`src/rtl/postfix_evaluator.sv`:
```
// ----------------------------------------------------------------------------
// postfix_evaluator
//   Evaluates a packed postfix token array (as produced by the infix-to-postfix
//   converter) on an internal operand stack, one token per clock, and returns a
//   signed W-bit result with done/error status.
//
//   Token encoding: postfix[0][i] = value, postfix[1][i] = flag
//   (zero = operand, nonzero = operator; '+'=43, '-'=45, '*'=42).
//   All arithmetic wraps modulo 2^W.
//
// Ports
//   CLK       in   clock, all state on rising edge
//   RST       in   asynchronous active-high reset (aborts any job, no done)
//   start     in   begin evaluation; accepted only when idle and not in the done cycle
//   len       in   number of valid tokens (slots 0..len-1)
//   postfix   in   [1:0][N-1:0][W-1:0] token array, captured on accepted start
//   busy      out  high while a job is in progress
//   done      out  one-cycle pulse when a job finishes (ok or error)
//   error     out  valid with done; held until next accepted start
//   err_code  out  0 none, 1 underflow, 2 bad op/overflow, 3 bad final depth/empty
//   result    out  final stack value; updated only by error-free jobs, held after
// ----------------------------------------------------------------------------
module postfix_evaluator #(
    parameter int N     = 13,
    parameter int W     = 16,
    parameter int DEPTH = 13
) (
    input  logic                        CLK,
    input  logic                        RST,
    input  logic                        start,
    input  logic [$clog2(N+1)-1:0]      len,
    input  logic [1:0][N-1:0][W-1:0]    postfix,
    output logic                        busy,
    output logic                        done,
    output logic                        error,
    output logic [1:0]                  err_code,
    output logic [W-1:0]                result
);

    localparam int LW  = $clog2(N+1);
    localparam int SPW = $clog2(DEPTH+1);

    localparam logic [LW-1:0]  LEN_MAX = LW'(N);
    localparam logic [SPW-1:0] SP_FULL = SPW'(DEPTH);
    localparam logic [W-1:0]   OP_ADD  = W'(43);
    localparam logic [W-1:0]   OP_SUB  = W'(45);
    localparam logic [W-1:0]   OP_MUL  = W'(42);

    typedef enum logic [1:0] {
        S_IDLE   = 2'd0,
        S_RUN    = 2'd1,
        S_FINISH = 2'd2
    } state_t;

    state_t state, state_nxt;

    // captured job
    logic [N-1:0][W-1:0]     val_r;
    logic [N-1:0]            opf_r;
    logic [LW-1:0]           len_r;
    logic [LW-1:0]           idx;

    // operand stack; sp counts occupied entries, top is stk[sp-1]
    logic [DEPTH-1:0][W-1:0] stk;
    logic [SPW-1:0]          sp;

    // token decode / ALU
    logic                    accept;
    logic                    last_tok;
    logic [W-1:0]            tok_val;
    logic                    tok_op;
    logic [1:0]              tok_err;
    logic [SPW-1:0]          ia, ib;
    logic [W-1:0]            opa, opb, alu;

    always_comb begin
        // The done cycle sits in IDLE; refusing start there makes a start
        // held through the done cycle land one cycle later.
        accept   = (state == S_IDLE) && start && !done;
        tok_val  = val_r[idx];
        tok_op   = opf_r[idx];
        last_tok = (idx == len_r - LW'(1));

        // Operand indices are clamped so an underflowing operator never reads
        // outside the stack; the result is discarded in that case anyway.
        ib  = (int'(sp) >= 1) ? SPW'(int'(sp) - 1) : '0;
        ia  = (int'(sp) >= 2) ? SPW'(int'(sp) - 2) : '0;
        opa = stk[ia];
        opb = stk[ib];

        case (tok_val)
            OP_ADD:  alu = opa + opb;
            OP_SUB:  alu = opa - opb;
            default: alu = opa * opb;   // low W bits of the product
        endcase

        // Underflow takes priority over an unknown operator code.
        tok_err = 2'd0;
        if (tok_op) begin
            if (int'(sp) < 2)
                tok_err = 2'd1;
            else if (!(tok_val == OP_ADD || tok_val == OP_SUB || tok_val == OP_MUL))
                tok_err = 2'd2;
        end else if (sp == SP_FULL) begin
            tok_err = 2'd2;
        end

        state_nxt = state;
        case (state)
            S_IDLE: begin
                if (accept)
                    state_nxt = (len == '0 || len > LEN_MAX) ? S_FINISH : S_RUN;
            end
            S_RUN: begin
                if (tok_err != 2'd0 || last_tok)
                    state_nxt = S_FINISH;
            end
            S_FINISH: state_nxt = S_IDLE;
            default:  state_nxt = S_IDLE;
        endcase
    end

    always_ff @(posedge CLK or posedge RST) begin
        if (RST)
            state <= S_IDLE;
        else
            state <= state_nxt;
    end

    always_ff @(posedge CLK or posedge RST) begin
        if (RST) begin
            val_r    <= '0;
            opf_r    <= '0;
            len_r    <= '0;
            idx      <= '0;
            stk      <= '0;
            sp       <= '0;
            busy     <= 1'b0;
            done     <= 1'b0;
            error    <= 1'b0;
            err_code <= 2'd0;
            result   <= '0;
        end else begin
            done <= 1'b0;
            case (state)
                S_IDLE: begin
                    if (accept) begin
                        val_r <= postfix[0];
                        for (int i = 0; i < N; i++)
                            opf_r[i] <= |postfix[1][i];
                        len_r    <= len;
                        idx      <= '0;
                        sp       <= '0;
                        error    <= 1'b0;
                        err_code <= 2'd0;
                        busy     <= 1'b1;
                    end
                end
                S_RUN: begin
                    idx <= idx + LW'(1);
                    if (tok_err != 2'd0) begin
                        // first error wins; FSM leaves RUN this cycle
                        error    <= 1'b1;
                        err_code <= tok_err;
                    end else if (tok_op) begin
                        stk[ia] <= alu;
                        sp      <= sp - SPW'(1);
                    end else begin
                        stk[sp] <= tok_val;
                        sp      <= sp + SPW'(1);
                    end
                end
                S_FINISH: begin
                    done <= 1'b1;
                    busy <= 1'b0;
                    if (!error) begin
                        if (sp != SPW'(1)) begin
                            error    <= 1'b1;
                            err_code <= 2'd3;
                        end else begin
                            result <= stk[0];
                        end
                    end
                end
                default: ;
            endcase
        end
    end

endmodule

```
`config.mk`:
```
export PLATFORM = sky130hd
export DESIGN_NAME = postfix_evaluator
export DESIGN_NICKNAME = d
export VERILOG_FILES = /design/src/rtl/postfix_evaluator.sv
export SDC_FILE = /design/constraint.sdc
export NUM_CORES = 2
export LEC_CHECK = 0
export ABC_CLOCK_PERIOD_IN_PS = 16000
export CAP_MARGIN = 20
export CORE_MARGIN = 5
export CORE_UTILIZATION = 50
export DETAILED_ROUTE_END_ITERATION = 7
export PLACE_DENSITY = 0.77
export SLEW_MARGIN = 20
export SYNTH_ARGS = -nofsm -noshare
export SYNTH_HDL_FRONTEND = slang
export SYNTH_SLANG_ARGS = --single-unit
```
`constraint.sdc`:
```
create_clock -name CLK -period 16 [get_ports CLK]
set_input_delay 3.2 -clock CLK [delete_from_list [all_inputs] [get_ports CLK]]
set_output_delay 3.2 -clock CLK [all_outputs]
set_load 0.03 [all_outputs]
```
==> run summary <==
Seq cells post-synth: 464
die height: 256 microns
Initial Utilization: 50.4%
RSZ-0062 raised after global routing: false
Worst Setup Path Type: flip-flop to flip-flop
crit-path leading delay family: adder cells
Sink Count: 464
HPWL Detailed: 92.1 mm
Vias/cell: 6.38
min-delay src: val_r[64]
ys async rst share: 100%
number of buffers created by CTS: 51
port buffer count: 443
number of global-route vias before repair: 29500
most frequent CP cell: xnor2_1
Critical Path Max Stage Delay: 0.85 ns
Cell variety after synth: 87
Util after Layout: 62.1%
gr usage total: 36.8%
largest net degree at the start of global routing: 202
Mapped Cells: 3510
WP data arrival: 11.14 ns
area grow syn2layout: 23.2%
WP data required: 16.50 ns
layout cells sized above 1: 8.71%
routed len/inst: 26.8 microns
Worst Skew: 0.0303 ns
placer congestion estimate: 1.04
DR DRC count: 1
Vias: 29900
WL met1: 48.2 mm
Synth Flop Type: dfrtp_1
crit path capture type: flip-flop
register area share after synthesis: 38.2%
CP max-delay cell: nor2_1
Final min period: 10.64 ns
R2R depth: 33
Final Hold Viols: 0
Worst Setup Start Kind: flip-flop
fin crit share: 66.5%
Hold Crit Class: flip-flop to flip-flop
hold depth: 2
antenna violations before repair: 8
Max Fclk: 94.0 MHz
Post-CTS Setup Inserts: 0
Worst Path Buf+Inv: 7
setup_tns: 0 ns
R2R Setup Slk: 5.36 ns
die area: 65800 sq um
critical path peak fanout: 54
WL met3: 15.4 mm
R2R Path End: stk[143]
DR top layer: met5
Filler Cells Inserted: 5156
CTS H-tree lvls: 2
# nets final: 4448
synthesized area per cell: 8.65 sq um
outcome: finished with violations
Yosys warnings: 0
syn_nets: 4094
CTS clk-pin slew, worst paths: 0.06 ns
Post-Syn Area: 30400 sq um
first-pass GRT wire length: 187 mm
Worst Tran Pin Value: 1.15 ns
Setup-failing EPs final: 0
WL final: 126 mm
Final Slew Violations: 0
remaining antenna violation count: 0
TritonCTS clock tree: done
row count: 90
Die X: 256 microns
first-pass iteration count of the detailed router: 8
clk root buf: clkbuf_16
max-cap violations: 0
Worst-Skew Late Latency: 0.63 ns
relative slew slack: 23.3%
count of hold-fix buffers inserted at cts: 0
CTS Buffer Depth: 3
IO Count: 444
grt ovf: 0
Core ar.: 60200 sq um
cts repair resizes: 0
worst flop-to-flop path startpoint: sp[1]
met2 routed WL: 54.6 mm
initial drt markers: 4354
Post-synth EDFFs: 0
failing checks: DRC
hold endpoint: val_r[64]
==> area by class of cell <==
cell class | instances | area, sq um | area share (%)
diodes | 7 | 17.5 | 0.0468
clock buffers | 68 | 1430 | 3.82
clock inverters | 25 | 259 | 0.692
inverters | 156 | 589 | 1.57
multi-input cells | 2647 | 17300 | 46.2
flip-flops and latches | 464 | 11600 | 31.0
well taps | 782 | 978 | 2.61
repair buffers | 544 | 5250 | 14.0
==> cells in the mapped netlist (25+ instances only) <==
cell	number	area, sq um
nand3_1	33	165
a22oi_1	158	1190
clkbuf_1	186	698
a21o_1	26	195
inv_1	151	567
mux2_2	29	327
nor3_1	66	330
mux2i_1	98	981
a22o_1	43	377
o22ai_1	44	275
o221ai_1	36	315
o21ai_0	236	1180
xnor2_1	52	455
ha_1	80	1000
a21oi_1	112	561
nor4_1	56	350
buf_2	36	180
mux4_2	43	968
dfrtp_1	464	11600
nor2_1	182	683
o21ai_1	25	125
and2_1	26	163
fa_1	81	1620
nand2_1	924	3470
==> layout by cell type (no fill, tap or decap), drive strengths merged, types with 56 or more instances in the layout <==
| master | instances |
|---|---|
| o21ai | 262 |
| dfrtp | 464 |
| clkbuf | 68 |
| nor4 | 56 |
| a21oi | 113 |
| fa | 81 |
| a22oi | 158 |
| nand2 | 927 |
| nor2 | 182 |
| clkdlybuf4s50 | 443 |
| buf | 101 |
| nor3 | 67 |
| ha | 80 |
| mux2i | 98 |
| inv | 153 |
==> worst register-to-register path: cells and delay by family, from the launching register on <==
family / cells / cell delay, ns
fa+ha+maj: 7 / 3.23
xor+xnor: 9 / 1.68
buf+inv: 7 / 1.67
compound gates: 5 / 1.39
simple gates: 3 / 1.13
mux: 2 / 1.10
flops: 1 / 0.32
==> worst max path at each step <==
stage               start        to  slack (ns)  cells past startpoint
finish              sp[1]  stk[143]        5.36                     33
global route        sp[1]  stk[175]        5.14                     33
detailed placement  sp[1]  stk[143]        5.30                     33
floorplan             RST      busy        6.52                      1
CTS                 sp[1]  stk[143]        5.30                     33
global placement    sp[1]   stk[79]        5.58                     33
==> sequential cells by signal, summed over array words and instances (netlist names) <==
| name | count |
|---|---|
| val_r | 208 |
| done | 1 |
| state | 2 |
| opf_r | 13 |
| busy | 1 |
| len_r | 4 |
| error | 1 |
| sp | 4 |
| result | 16 |
| idx | 4 |
| err_code | 2 |
| stk | 208 |
==> cell families after synthesis <==
kind of cell | Yosys count | share of synthesized area (%)
and+or+nand+nor | 1404 | 19.6
DFF | 464 | 38.2
buffers and inverters | 399 | 5.28
AOI/OAI and AO/OA | 839 | 18.6
muxes | 172 | 7.58
adders and majority gates | 163 | 8.70
xor gates and xnor gates | 69 | 2.04
==> metrics by stage <==
step	hold slack [ns]	setup slack, ns	area, sq um	instances
final	0.470	5.36	37400	4693
after global routing	0.484	5.14	37400	4686
after CTS	0.472	5.30	37400	4684
after detailed placement	0.457	5.30	35700	4591
after global placement	0.454	5.58	35700	4591
after floorplan	0.438	6.52	30400	3510
==> layer usage <==
layer  GRT usage, %  vias to the layer above
li1               -                    13000
met1           49.2                    14300
met2           55.6                     2082
met3           10.9                      499
met4           17.6                        8
met5              0                        -
Power is left out: the tool's default activity adds up to more than one toggle a clock period on the data nets, which glitch-free logic cannot reach.
